$ cat src/rtl/timer_nivel2_pkg.sv
// Shared definitions for the level-2 cook timer.
//   state_t          : FSM encoding (IDLE/SET/RUN/DONE, 2 bits)
//   BCD_W            : width of one BCD digit
//   BCD_MAX          : reload value of a digit that counts 9..0
//   SEC_TENS_RELOAD  : reload value of the seconds-tens digit (x9 -> x5:9)
//   NUM_DIGITS       : number of display digits (MM:SS)
package timer_nivel2_pkg;
    typedef enum logic [1:0] {
        S_IDLE = 2'd0,
        S_SET  = 2'd1,
        S_RUN  = 2'd2,
        S_DONE = 2'd3
    } state_t;

    localparam int BCD_W           = 4;
    localparam int BCD_MAX         = 9;
    localparam int SEC_TENS_RELOAD = 5;
    localparam int NUM_DIGITS      = 4;
endpackage

$ cat src/rtl/timer_nivel2_bcd_down_digit.sv
// One BCD digit of the countdown chain.
//   clk, reset   : system clock, synchronous active-high reset
//   clr          : synchronous clear to 0
//   load_en      : load load_val (keypad shift)
//   load_val     : value to load
//   dec_en       : decrement this digit by one (borrow in)
//   reload       : value taken when decrementing from 0
//   digit        : current digit value
//   borrow_out   : high when this digit wraps, i.e. the next digit must decrement
module bcd_down_digit
    import timer_nivel2_pkg::*;
(
    input  logic             clk,
    input  logic             reset,
    input  logic             clr,
    input  logic             load_en,
    input  logic [BCD_W-1:0] load_val,
    input  logic             dec_en,
    input  logic [BCD_W-1:0] reload,
    output logic [BCD_W-1:0] digit,
    output logic             borrow_out
);
    assign borrow_out = dec_en && (digit == '0);

    always_ff @(posedge clk) begin
        if (reset || clr) begin
            digit <= '0;
        end else if (load_en) begin
            digit <= load_val;
        end else if (dec_en) begin
            // digits above 5 in the seconds-tens place count down as-is
            digit <= (digit == '0) ? reload : digit - 1'b1;
        end
    end
endmodule

$ cat src/rtl/timer_nivel2.sv
// Level-2 microwave cook timer. Keypad digits shift in as MM:SS (BCD); the
// count decrements once per TICK_CYCLES clocks while running and raises
// timer_done on reaching 00:00.
//   clk, reset   : system clock, synchronous active-high reset
//   clearn       : keypad clear, active-low, synchronous
//   digit_valid  : strobe for digit_in
//   digit_in     : BCD keypad digit, 10..15 ignored
//   mag_on       : magnetron on; enables counting
//   timer_done   : count reached 00:00 (level, held until clear/entry)
//   running      : high in RUN
//   min_tens, min_ones, sec_tens, sec_ones : display digits
module timer_nivel2
    import timer_nivel2_pkg::*;
#(
    parameter int TICK_CYCLES = 4
) (
    input  logic             clk,
    input  logic             reset,
    input  logic             clearn,
    input  logic             digit_valid,
    input  logic [BCD_W-1:0] digit_in,
    input  logic             mag_on,
    output logic             timer_done,
    output logic             running,
    output logic [BCD_W-1:0] min_tens,
    output logic [BCD_W-1:0] min_ones,
    output logic [BCD_W-1:0] sec_tens,
    output logic [BCD_W-1:0] sec_ones
);
    localparam int PW = (TICK_CYCLES > 1) ? $clog2(TICK_CYCLES) : 1;

    state_t  state, next_state;
    logic [PW-1:0] prescaler;

    // index 0 = sec_ones ... 3 = min_tens
    logic [NUM_DIGITS-1:0][BCD_W-1:0] digits;
    logic [NUM_DIGITS-1:0][BCD_W-1:0] load_val;
    logic [NUM_DIGITS-1:0][BCD_W-1:0] reload;
    logic [NUM_DIGITS-1:0]            dec_en;
    logic [NUM_DIGITS-1:0]            borrow;

    logic clear, entry, tick, final_tick, entry_nonzero;

    assign clear = !clearn;
    assign entry = digit_valid && (digit_in <= BCD_W'(BCD_MAX)) && (state != S_RUN);
    // a tick completes even if mag_on drops on that edge
    assign tick  = (state == S_RUN) && (prescaler == PW'(TICK_CYCLES - 1));
    // the only value that decrements to 00:00 is 00:01
    assign final_tick = tick && (digits == {{(NUM_DIGITS-1)*BCD_W{1'b0}}, BCD_W'(1)});
    assign entry_nonzero = (digits[2:0] != '0) || (digit_in != '0);

    always_comb begin
        next_state = state;
        if (clear) begin
            next_state = S_IDLE;
        end else if (entry) begin
            next_state = entry_nonzero ? S_SET : S_IDLE;
        end else begin
            case (state)
                S_IDLE: if (mag_on) next_state = S_DONE;
                S_SET:  if (mag_on) next_state = S_RUN;
                S_RUN: begin
                    if (final_tick)   next_state = S_DONE;
                    else if (!mag_on) next_state = S_SET;
                end
                default: next_state = state;
            endcase
        end
    end

    always_ff @(posedge clk) begin
        if (reset) begin
            state      <= S_IDLE;
            prescaler  <= '0;
            running    <= 1'b0;
            timer_done <= 1'b0;
        end else begin
            state      <= next_state;
            running    <= (next_state == S_RUN);
            timer_done <= (next_state == S_DONE);
            if (clear || entry) begin
                prescaler <= '0;
            end else if (tick) begin
                prescaler <= '0;
            end else if (state == S_RUN && mag_on) begin
                prescaler <= prescaler + 1'b1;
            end
        end
    end

    genvar i;
    generate
        for (i = 0; i < NUM_DIGITS; i++) begin : g_dig
            if (i == 0) begin : g_lsd
                assign load_val[i] = digit_in;
                assign dec_en[i]   = tick && !clear;
            end else begin : g_hsd
                assign load_val[i] = digits[i-1];
                assign dec_en[i]   = borrow[i-1];
            end
            assign reload[i] = (i == 1) ? BCD_W'(SEC_TENS_RELOAD) : BCD_W'(BCD_MAX);

            bcd_down_digit u_digit (
                .clk        (clk),
                .reset      (reset),
                .clr        (clear),
                .load_en    (entry),
                .load_val   (load_val[i]),
                .dec_en     (dec_en[i]),
                .reload     (reload[i]),
                .digit      (digits[i]),
                .borrow_out (borrow[i])
            );
        end
    endgenerate

    assign sec_ones = digits[0];
    assign sec_tens = digits[1];
    assign min_ones = digits[2];
    assign min_tens = digits[3];
endmodule

$ cat config.mk
export PLATFORM = sky130hd
export DESIGN_NAME = timer_nivel2
export DESIGN_NICKNAME = d
export VERILOG_FILES = /design/src/rtl/timer_nivel2_pkg.sv /design/src/rtl/timer_nivel2_bcd_down_digit.sv /design/src/rtl/timer_nivel2.sv
export SDC_FILE = /design/constraint.sdc
export NUM_CORES = 1
export LEC_CHECK = 0
export CORE_MARGIN = 2
export CORE_UTILIZATION = 44
export CTS_CLUSTER_DIAMETER = 30
export DETAILED_ROUTE_END_ITERATION = 8
export PLACE_DENSITY = 0.76
export SETUP_SLACK_MARGIN = 0.05
export SYNTH_ARGS = -nofsm -noshare
export SYNTH_HDL_FRONTEND = slang
export SYNTH_SLANG_ARGS = --single-unit
$ cat constraint.sdc
create_clock -name clk -period 2.13 [get_ports clk]
set_input_delay 0.5325 -clock clk [delete_from_list [all_inputs] [get_ports clk]]
set_output_delay 0.5325 -clock clk [all_outputs]
set_load 0.01 [all_outputs]
# Yosys cells after proc, flatten, opt, wreduce, memory -nomap -nowiden
# Cells that the tools add are included.
# W data, S select, Z words.
[word_totals]
elab_cells = 66
regBits = 22
[op_classes]
reduce_logical = 25
eq_ne = 7
n_lt_le_gt_ge = 1
mux = 20
add_sub_neg = 5
[op_table]
columns = ["operator", "n"]
rows = [
  ["$mux W4", 12],
  ["$eq A16 B1 Y1 const B", 1],
  ["$logic_not A4 Y1", 4],
  ["$sub A4 B1 Y4 const B", 4],
  ["$mux W2", 6],
  ["$reduce_bool A12 Y1", 1],
  ["$logic_and A1 B1 Y1", 9],
  ["$eq A2 B2 Y1 const B", 4],
  ["$reduce_bool A2 Y1", 4],
  ["$pmux W2 S3", 1],
  ["$le A4 B4 Y1 const B", 1],
  ["$reduce_bool A4 Y1", 1],
  ["$logic_or A1 B1 Y1", 3],
  ["$reduce_or A3 Y1", 1],
  ["$add A2 B1 Y2 const B", 1],
  ["$eq A2 B1 Y1 const B", 1],
  ["$logic_not A2 Y1", 1],
  ["$ne A2 B2 Y1 const B", 1],
  ["$logic_not A1 Y1", 1],
  ["$mux W1", 1],
]

# Logic depth before layout (Yosys ltp)
[depth]
ltp_word = 8
ltp_mapped = 6
ltp_nobuf = 6

# Cells and area by module
# A second synthesis with hierarchy kept.
[hier_totals]
hier_cells = 182
area_unflattened_um2 = 1560.2
[modules_own_cells]
columns = ["mod", "instances", "cells_each", "area_each_um2"]
rows = [
  ["bcd_down_digit", 4, 35, 297.8],
  ["timer_nivel2", 1, 42, 369.1],
]

# Worst setup path after synthesis
# Ideal clock, no wire load.
[synth_path]
path_type = "flip-flop to flip-flop"
from = "register prescaler[0]"
to = "register g_dig[3].u_digit.digit[1]"
stages_incl_launch_ff = 7
path_buffers = 0
setup_slack_ns = 0.085
period_less_slack_ns = 2.045
required_time_ns = 2.056
setup_ns = 0.074
t_arrival_ns = 1.971
path_cell_list = "dfxtp_1 -> ha_1 -> and4b_2 -> nand4_4 -> or3b_4 -> or4_1 -> a31oi_1"
[synth_via]
elab_chain_cells = 7
[synth_lines]
columns = ["element", "line_no", "text"]
rows = [
  ["start, declared", "timer_nivel2.sv:33", "logic [PW-1:0] prescaler;"],
  ["start signal, assigned", "timer_nivel2.sv:86", "prescaler <= prescaler + 1'b1;"],
  ["$eq A2 B2 Y1", "timer_nivel2.sv:47", "assign tick = (state == S_RUN) && (prescaler == PW'(TICK_CYCLES - 1));"],
  ["$logic_and A1 B1 Y1", "timer_nivel2.sv:47", ""],
  ["$logic_and A1 B1 Y1", "timer_nivel2.sv:96", "assign dec_en[i] = tick && !clear;"],
  ["$logic_and A1 B1 Y1 (3 in a row)", "timer_nivel2_bcd_down_digit.sv:23", "assign borrow_out = dec_en && (digit == '0);"],
  ["$reduce_bool A2 Y1 (no source line)", "n/a", ""],
  ["end signal, assigned", "timer_nivel2_bcd_down_digit.sv:29", "digit <= load_val;"],
  ["end signal, assigned", "timer_nivel2_bcd_down_digit.sv:32", "digit <= (digit == '0) ? reload : digit - 1'b1;"],
  ["end, declared", "timer_nivel2_bcd_down_digit.sv:20", "output logic [BCD_W-1:0] digit,"],
]
# No other way between the ends.
# A chain may end at the register's enable or synchronous reset.

# Worst setup path in the final report
# Ends and elaborated chain as after synthesis.

==> impl_metrics.py <==
metrics = {
    "timing": {
        "post-route-min-period_ps": 2010,
        "slew_headroom_pct": 74.4,
        "hold_viol_final": 0,
        "skew_ps": 15.4,
        "setup_viol": 0,
        "fmax_ghz": 0.497,
        "holdWs_ps": 537,
        "setup-tns-final_ps": 0,
        "worstMarginPinSlew_ps": 380,
        "slew_violations": 0,
        "rsz0062_at_grt": "no",
        "period_share_pct": 94.4,
        "worst_slack_ps": 120,
    },
    "route": {
        "antenna_left": 0,
        "routedWlPerCell_um": 13.7,
        "drc": 0,
        "first_pass_iters": 4,
        "drtIter0Drc": 21,
        "routed_wl_mm": 2.82,
        "vias": 1148,
        "via_per_inst": 5.60,
    },
    "logic_synthesis": {
        "synth_simple_gate_area_share_pct": 28.1,
        "syn_area_sq_mm": 0.00114,
        "synth_xor_area_share_pct": 5.37,
        "synth_seq_cells": 22,
        "synth_cell_types": 39,
        "synth_top_area_share_pct": 38.6,
        "synth.area.mux_share_pct": 0,
        "yosysWarnings": 0,
        "synth-edff-count": 0,
        "synth_area_per_cell_sq_um": 8.34,
        "synthTopCellsByCount": "dfxtp_1 (22), o21ai_0 (20), a21oi_1 (16)",
        "synth_flop_cell": "dfxtp_1",
        "yosys.cell_count.top_type": "dfxtp_1",
        "synth_compound_area_share_pct": 24.9,
        "netlist_instances": 137,
        "syn_nets": 147,
        "synthArstFlopShare_pct": 0,
        "synth_fa_ha_area_share_pct": 1.10,
        "synth_top_family_by_area": "simple AND/OR/NAND/NOR gates",
        "seq_area_frac_synth_pct": 38.6,
        "yosys-top-cells-area": "dfxtp_1 (39%), o21ai_0 (8.8%), a21oi_1 (7.0%)",
        "yosys.area.top_type": "dfxtp_1",
    },
    "floorplanning": {
        "fp.dieW_um": 55.0,
        "die_y_um": 55.0,
        "start_util_pct": 46.1,
        "rows": 18,
        "core_sq_mm": 0.00248,
        "fp.dieArea_sq_mm": 0.00302,
        "top_level_ports": 27,
    },
    "place": {
        "dp_cells": 201,
        "dp_slack_ps": -367,
        "dp_hpwl_mm": 2.06,
        "io_buffers": 26,
        "gp_congestion": 0.824,
        "placed_area_sq_mm": 0.00152,
    },
    "grt": {
        "grt_pass1_vias": 1064,
        "grt.total_usage_pct": 21.5,
        "grt_pass1_wl_mm": 4.73,
        "grt_max_degree": 27,
        "grt-ovfl-total": 0,
        "antenna_found_initial": 0,
    },
    "clock_network": {
        "clk_pin_slew_worst_paths_ps": 140,
        "htree_levels": 1,
        "cts_buffer_depth": 2,
        "cts-root-buf": "clkbuf_4",
        "cts_sinks": 22,
        "cts_tree": "built",
        "numCtsBuffers": 3,
        "clk_latency_ps": 320,
    },
    "power": {
        "ir_drop_mv": 0.722,
        "cellLeakagePower_nw": 0.562,
        "total_power_mw": 0.908,
        "p_per_area_mw_per_mm2": 574,
    },
    "critical_path": {
        "slowest_stage": "or3b_4",
        "r2r-end": "g_dig[3].u_digit.digit[1]$_SDFFE_PP0P_",
        "cp_max_fo": 5,
        "cp_top_family": "simple AND/OR/NAND/NOR gates",
        "reg2reg_depth": 6,
        "reg2reg_from": "prescaler[0]$_SDFFE_PP0P_",
        "slowest_delay_ps": 420,
        "endpoint_kind": "register",
        "path_cells": "ha_2 -> and4b_2 -> nand4_4 -> or3b_4 -> or4_4 -> a31oi_1",
        "critPathLaunch": "prescaler[0]$_SDFFE_PP0P_",
        "timing.critical_path.buf_inv": 0,
        "ff2ff_setup_slack_ps": 120,
        "worstPathRequired_ps": 2390,
        "crit_arrival_ps": 2270,
        "start_kind": "register",
        "worstSetupPathType": "reg2reg",
    },
    "finish": {
        "final_cells": 205,
        "fin_area_sq_mm": 0.00158,
        "n_antenna_cell": 0,
        "final_util_pct": 63.9,
        "drive_gt1_share_pct": 17.7,
        "fin_nets": 186,
        "area_growth_pct": 38.6,
    },
    "run": {
        "cap_violations": 0,
    },
    "run_status": {
        "status": "finished clean",
    },
    "worst_hold_path": {
        "hold_path.class": "reg2reg",
        "holdPathEnd": "g_dig[0].u_digit.digit[2]$_SDFFE_PP0P_",
        "holdCritStartpoint": "g_dig[0].u_digit.digit[2]$_SDFFE_PP0P_",
        "hold_depth": 2,
    },
}
-- layout by cell type (no fill, tap or decap), types with 2 or more instances in the layout --
cell	instances
a31oi_1	5
xor2_1	6
nor2_2	2
a22oi_1	2
nor2_1	11
a21oi_1	16
clkbuf_4	3
inv_1	2
buf_4	12
nor2b_1	3
nand2b_1	2
nand2_1	7
clkdlybuf4s50_1	25
dfxtp_1	22
nand3_1	5
nor3_1	4
o21ai_0	20
-- worst max path at each step --
| stage | cells after the start | end |
|---|---|---|
| after floorplan | 6 | g_dig[3].u_digit.digit[1]$_SDFFE_PP0P_ |
| after global placement | 6 | g_dig[3].u_digit.digit[1]$_SDFFE_PP0P_ |
| after detailed placement | 6 | g_dig[3].u_digit.digit[1]$_SDFFE_PP0P_ |
| after CTS | 6 | g_dig[3].u_digit.digit[1]$_SDFFE_PP0P_ |
| after global routing | 6 | g_dig[3].u_digit.digit[1]$_SDFFE_PP0P_ |
| final | 6 | g_dig[3].u_digit.digit[1]$_SDFFE_PP0P_ |
-- logic make-up after synthesis --
logic type | after synthesis
xor gates and xnor gates | 7
buffers and inverters | 6
DFF | 22
adders and majority gates | 1
AOI/OAI and AO/OA | 50
and+or+nand+nor | 51
-- sequential cells by signal, indices dropped and copies added (netlist names) --
name and count:
prescaler 2, timer_done 1, g_dig.u_digit.digit 16, running 1
state 2
-- report_power, final --
part / total (mW) / switching [mW] / internal (mW)
Clock: 0.324 / 0.134 / 0.190
Sequential: 0.444 / 0.0193 / 0.425
Combinational: 0.140 / 0.0680 / 0.0719
-- metal layers --
layer,part of all wire [%],vias up,global-route usage [%]
met5,0,-,0
met4,0.71,0,4.88
met3,4.3,2,5.65
met2,48,32,36.3
met1,47,529,27.5
li1,-,585,-
-- what timing repair did --
action,CTS,global route
gates cloned,0,0
gates resized for setup,0,4
pin swaps,3,3
hold buffers,0,0
hold endpoints to repair,0,0
setup buffers,0,0
setup endpoints to repair,1,5
-- worst register-to-register path, cell delays in order (launching register included) --
cell	delay, ps
dfxtp_1	380
ha_2	220
and4b_2	270
nand4_4	80
or3b_4	420
or4_4	410
a31oi_1	180
-- layout make-up --
type                    count  area (sq um)
fillers                   229           895
multi-input cells         109           692
flip-flops and latches     22           440
repair buffers             38           353
well taps                  30          37.5
clock inverters             1          30.0
clock buffers               3          22.5
inverters                   2          7.51
Power figures use the tool's default switching activity.
